$ cat src/rtl/fft_bfly_sequencer.sv
// Radix-2 FFT butterfly issue sequencer: walks every (stage, pair) once, delay-matches write-back.
// Optional twiddle index outputs are built when SEQ_TWIDDLE_EN is defined.
module fft_bfly_sequencer #(
    parameter int unsigned N          = 1024,
    parameter int unsigned BF_LATENCY = 4,
    localparam int unsigned LOGN      = $clog2(N),
    localparam int unsigned PW        = LOGN - 1
) (
    input  logic            clk,
    input  logic            rst,
    input  logic            start,
    input  logic            stall,
    output logic            busy,
    output logic            done,
    output logic            issue_valid,
    output logic [LOGN-1:0] stage,
    output logic [PW-1:0]   pair_id,
    output logic            wr_en,
    output logic [LOGN-1:0] wr_stage,
    output logic [PW-1:0]   wr_pair_id
`ifdef SEQ_TWIDDLE_EN
    ,
    output logic [PW-1:0]   tw_idx,
    output logic            tw_valid
`endif
);

    localparam int unsigned     LAT        = BF_LATENCY;
    localparam logic [LOGN-1:0] STAGE_LAST = LOGN'(LOGN - 1);
    localparam logic [PW-1:0]   PAIR_LAST  = '1;

    typedef enum logic [1:0] {
        S_IDLE,
        S_ISSUE,
        S_DRAIN,
        S_DONE
    } state_t;

    typedef struct packed {
        logic            v;
        logic [LOGN-1:0] s;
        logic [PW-1:0]   p;
    } wb_t;

    state_t state;
    wb_t    pipe [LAT];
    logic   pipe_pending;

`ifdef SEQ_TWIDDLE_EN
    localparam logic [PW-1:0] PAIR_ONES = '1;

    // Twiddle index keeps only the top 'stage' bits of the pair index.
    function automatic logic [PW-1:0] tw_of(input logic [LOGN-1:0] s, input logic [PW-1:0] p);
        logic [LOGN-1:0] sh;
        sh = LOGN'(PW) - s;
        return p & (PAIR_ONES << sh);
    endfunction

    assign tw_valid = issue_valid;
`endif

    // A pair still in flight anywhere except the final (currently writing) slot blocks the next stage.
    always_comb begin
        pipe_pending = 1'b0;
        for (int i = 0; i + 1 < int'(LAT); i++) begin
            pipe_pending = pipe_pending | pipe[i].v;
        end
    end

    // Write-back delay line; free-running so stall never skews write timing.
    always_ff @(posedge clk or posedge rst) begin
        if (rst) begin
            for (int i = 0; i < int'(LAT); i++) begin
                pipe[i] <= '0;
            end
        end else begin
            pipe[0] <= {issue_valid, stage, pair_id};
            for (int i = 1; i < int'(LAT); i++) begin
                pipe[i] <= pipe[i-1];
            end
        end
    end

    assign wr_en      = pipe[LAT-1].v;
    assign wr_stage   = pipe[LAT-1].s;
    assign wr_pair_id = pipe[LAT-1].p;

    always_ff @(posedge clk or posedge rst) begin
        if (rst) begin
            state       <= S_IDLE;
            stage       <= '0;
            pair_id     <= '0;
            issue_valid <= 1'b0;
            busy        <= 1'b0;
            done        <= 1'b0;
`ifdef SEQ_TWIDDLE_EN
            tw_idx      <= '0;
`endif
        end else begin
            done <= 1'b0;
            case (state)
                S_IDLE: begin
                    if (start) begin
                        state       <= S_ISSUE;
                        stage       <= '0;
                        pair_id     <= '0;
                        issue_valid <= 1'b1;
                        busy        <= 1'b1;
`ifdef SEQ_TWIDDLE_EN
                        tw_idx      <= '0;
`endif
                    end
                end
                S_ISSUE: begin
                    if (issue_valid && pair_id == PAIR_LAST) begin
                        state       <= S_DRAIN;
                        pair_id     <= '0;
                        issue_valid <= 1'b0;
`ifdef SEQ_TWIDDLE_EN
                        tw_idx      <= '0;
`endif
                    end else begin
                        // The pair shown this cycle is consumed; stall only gates the next one.
                        if (issue_valid) begin
                            pair_id <= pair_id + 1'b1;
`ifdef SEQ_TWIDDLE_EN
                            tw_idx  <= tw_of(stage, PW'(pair_id + 1'b1));
`endif
                        end
                        issue_valid <= ~stall;
                    end
                end
                S_DRAIN: begin
                    if (!pipe_pending) begin
                        if (stage == STAGE_LAST) begin
                            state <= S_DONE;
                            done  <= 1'b1;
                            busy  <= 1'b0;
                        end else begin
                            state       <= S_ISSUE;
                            stage       <= stage + 1'b1;
                            issue_valid <= 1'b1;
`ifdef SEQ_TWIDDLE_EN
                            tw_idx      <= '0;
`endif
                        end
                    end
                end
                S_DONE: begin
                    state <= S_IDLE;
                end
                default: begin
                    state <= S_IDLE;
                end
            endcase
        end
    end

endmodule

$ cat config.mk
export PLATFORM = sky130hd
export DESIGN_NAME = fft_bfly_sequencer
export DESIGN_NICKNAME = d
export VERILOG_FILES = /design/src/rtl/fft_bfly_sequencer.sv
export SDC_FILE = /design/constraint.sdc
export NUM_CORES = 1
export LEC_CHECK = 0
export CORE_MARGIN = 10
export CORE_UTILIZATION = 48
export DETAILED_ROUTE_END_ITERATION = 8
export GPL_ROUTABILITY_DRIVEN = 0
export GPL_TIMING_DRIVEN = 0
export PLACE_DENSITY = 0.82
export SLEW_MARGIN = 20
export SYNTH_ARGS = -nofsm -noshare
export SYNTH_HDL_FRONTEND = slang
export SYNTH_SLANG_ARGS = --single-unit
$ cat constraint.sdc
create_clock -name clk -period 3.5 [get_ports clk]
set_input_delay 0.7 -clock clk [delete_from_list [all_inputs] [get_ports clk]]
set_output_delay 0.7 -clock clk [all_outputs]
set_load 0.02 [all_outputs]
==> reports/metrics.csv <==
stage,metric,value,unit
run_status,status,completed,
pwr,P_leak,2.03,nW
timing,Final Worst Setup Slack,879,ps
detailed_routing,wire per inst,14.2,microns
global_route,GRT busiest layer,met2,
floorplan,Core Box Area,0.00718,sq mm
logic_synthesis,Compound-Gate Fraction of Synth Area,6.96,%
clock_network,CTS Buf Count,9,
floorplan,Die X,105,microns
floorplan,initial core utilization,48.6,%
critical_path,RR Startpoint,pair_id[0],
critical_path,worst endpoint data arrival time,2890,ps
cells_and_area,Diodes inserted,0,
logic_synthesis,Synth Register Bits,104,
floorplan,chip height,105,microns
global_route,grt met2 use,18.1,%
critical_path,Crit. End Element,register,
floorplan,IO Count,46,
clock_network,Worst-path clk slew,90,ps
logic_synthesis,"Seq/Total Area, Yosys",74.6,%
critical_path,worst-path fanout max,5,
placed_design,post-place setup slack,951,ps
hold_path,HP Class,register to register,
global_route,initial antenna violation count,0,
timing,worst slew pin tran,758,ps
critical_path,Worst R2R End,pair_id[0],
critical_path,CP startpoint kind,register,
cells_and_area,number of nets in the layout,313,
logic_synthesis,Synth Area in Adders,1.43,%
logic_synthesis,"top cells by area, synth","dfrtp_1, buf_4, o21ai_0",
clock_network,CTS Hold Bufs,0,
detailed_routing,vias per inst,4.89,
cells_and_area,fin util,59.7,%
pwr,power consumption,3.22,mW
placed_design,Detail Placement HPWL,4.00,mm
placed_design,I/O Buffers,45,
logic_synthesis,Synth top area share,74.6,%
global_route,met3 usage,4.57,%
logic_synthesis,main flop type after synthesis,dfrtp_1,
timing,Min Hold Slack,352,ps
logic_synthesis,Post-Syn Area,0.00349,sq mm
hold_path,hold endpoint,pipe[48],
critical_path,worst path required time,3770,ps
global_route,gr usage total,11.3,%
logic_synthesis,Synth Area in Simple Gates,10.3,%
floorplan,cell row count,31,
logic_synthesis,Syn Inst Count,248,
timing,final hold viol count,0,
logic_synthesis,yosys warns,0,
clock_network,clk buf depth,2,
cells_and_area,area grow syn2layout,22.8,%
timing,RSZ-0062 raised after global routing,false,
clock_network,clk sinks,104,
timing,Max Clock Skew,13.4,ps
global_route,overflow left after global routing,0,
detailed_routing,DR iter-0 viols,183,
critical_path,WS Path Type,register to register,
timing,Final min period,2620,ps
timing,fmax,382,MHz
logic_synthesis,xor/xnor share of the synthesized area,0.502,%
clock_network,H-tree levels,3,
global_route,met1 usage,13.2,%
timing,crit share post-route,74.9,%
logic_synthesis,mux share of post-synthesis cell area,0.861,%
clock_network,CTS root buf,clkbuf_8,
clock_network,post-CTS setup buffer count,0,
timing,Final Max Slew Viols,0,
logic_synthesis,Post-Syn Area per Cell,14.1,sq um
logic_synthesis,Yosys top cell by area,dfrtp_1,
detailed_routing,drc violations,0,
clock_network,post-CTS sizing,0,
logic_synthesis,Syn Nets,256,
detailed_routing,Routed Antenna Nets,0,
global_route,wire length of the first global-routing pass,10.2,mm
run,maxcap violations,0,
detailed_routing,drt pass-1 iters,4,
logic_synthesis,Async SR Flop Fraction,100,%
logic_synthesis,largest family of logic cells by synthesized area,simple AND/OR/NAND/NOR gates,
global_route,number of global-route vias before repair,2017,
detailed_routing,vias post-DR,2002,
pwr,Power Dens Cells,752,mW/mm^2
hold_path,Hold Path Depth,0,
logic_synthesis,Post-synth EDFFs,0,
floorplan,Die ar.,0.0111,sq mm
timing,final setup TNS,0,ps
timing,Max-slew headroom,48.7,%
critical_path,R2R cell count,9,
clock_network,clock latency on the worst-skew pair,360,ps
global_route,pin count of the biggest net entering global routing,60,
clock_network,CTS tree,built,
critical_path,Worst R2R Setup Slack,880,ps
timing,# setup viols final,0,
hold_path,Hold Crit Start,pipe[68],
detailed_routing,final wirelength,5.81,mm
cells_and_area,share of cells above drive strength 1,13.2,%
pwr,peak supply drop,0.293,mV
logic_synthesis,Yosys cell types,34,
[worst max-delay path, cell delays in order, from the launching register on]
cell and delay (ps):
dfrtp_1 440, ha_1 240, and3_1 210, and3_1 210, and3_1 200, ha_1 210
nand2_1 120, nor4b_1 640, nand2_1 140, o21ai_0 120
[cell usage after synthesis, types with 2 or more instances]
cell        n
o22ai_1     4
a21oi_1    10
a22o_1      3
nor3_1      5
mux2i_1     3
nand2_1    10
nor2_1     14
nand4_1     3
nor2b_1     5
nor4b_1     4
a31oi_1     6
buf_4      19
and3_1      3
dfrtp_1   104
o21ai_0    12
inv_1       8
clkbuf_1    3
nand3_1     7
xnor2_1     2
ha_1        4
nand2b_1    6
[worst max-delay path by stage]
stage | startpoint | end | cells after the start
3_3_place_gp | rst | pipe[70] | 2
2_1_floorplan | rst | busy | 1
4_1_cts | pair_id[0] | pair_id[0] | 9
5_1_grt | pair_id[0] | pair_id[0] | 9
3_5_place_dp | pair_id[0] | pair_id[0] | 9
6_report | pair_id[0] | pair_id[0] | 9
[layout make-up]
class                      count  area, sq um
buffer                        23          159
tap                           99          124
clock buffer                  10          138
inverter                       8         35.0
multi-input combinational    113          698
timing repair buffer          46          478
fill                         544         2890
sequential                   104         2600
clock inverter                 6         51.3
[layer usage]
layer  routed length [microns]  vias to the layer above
met1                      2310                      979
met2                      2990                       69
met4                        94                        0
li1                          -                      946
met3                       420                        8
met5                         0                        -
[cells in the final DEF, fill, tap and decap left out, types with 6 or more instances in the layout]
cell type,Yosys,layout
inv_1,8,7
nand2b_1,6,6
a21oi_1,10,10
buf_4,19,19
o21ai_0,12,12
dfrtp_1,104,104
clkdlybuf4s50_1,0,45
nor2_1,14,14
nand3_1,7,7
a31oi_1,6,6
nand2_1,10,10
clkbuf_8,0,10
[through the flow]
step,instances,cell area (sq um)
final,409,4290
after global routing,409,4290
after CTS,409,4290
after detailed placement,393,4100
after global placement,392,4060
after floorplan,248,3490
[kinds of logic after synthesis]
group           count (synthesis)
flops                         104
simple gates                   64
compound gates                 40
buf+inv                        31
fa+ha+maj                       4
mux                             3
xor+xnor                        2
[flip-flops by register name, summed over array words and instances (netlist names)]
register,flops
stage,10
wr_pair_id,9
wr_stage,10
wr_en,1
issue_valid,1
done,1
pipe,60
state,2
busy,1
pair_id,9
[report_power, final]
| part | internal [mW] | switching [mW] | leakage [nW] |
|---|---|---|---|
| clock | 0.286 | 0.398 | 0.0870 |
| combinational | 0.393 | 0.435 | 0.541 |
| sequential | 1.51 | 0.197 | 1.40 |
Power figures use the tool's default switching activity.
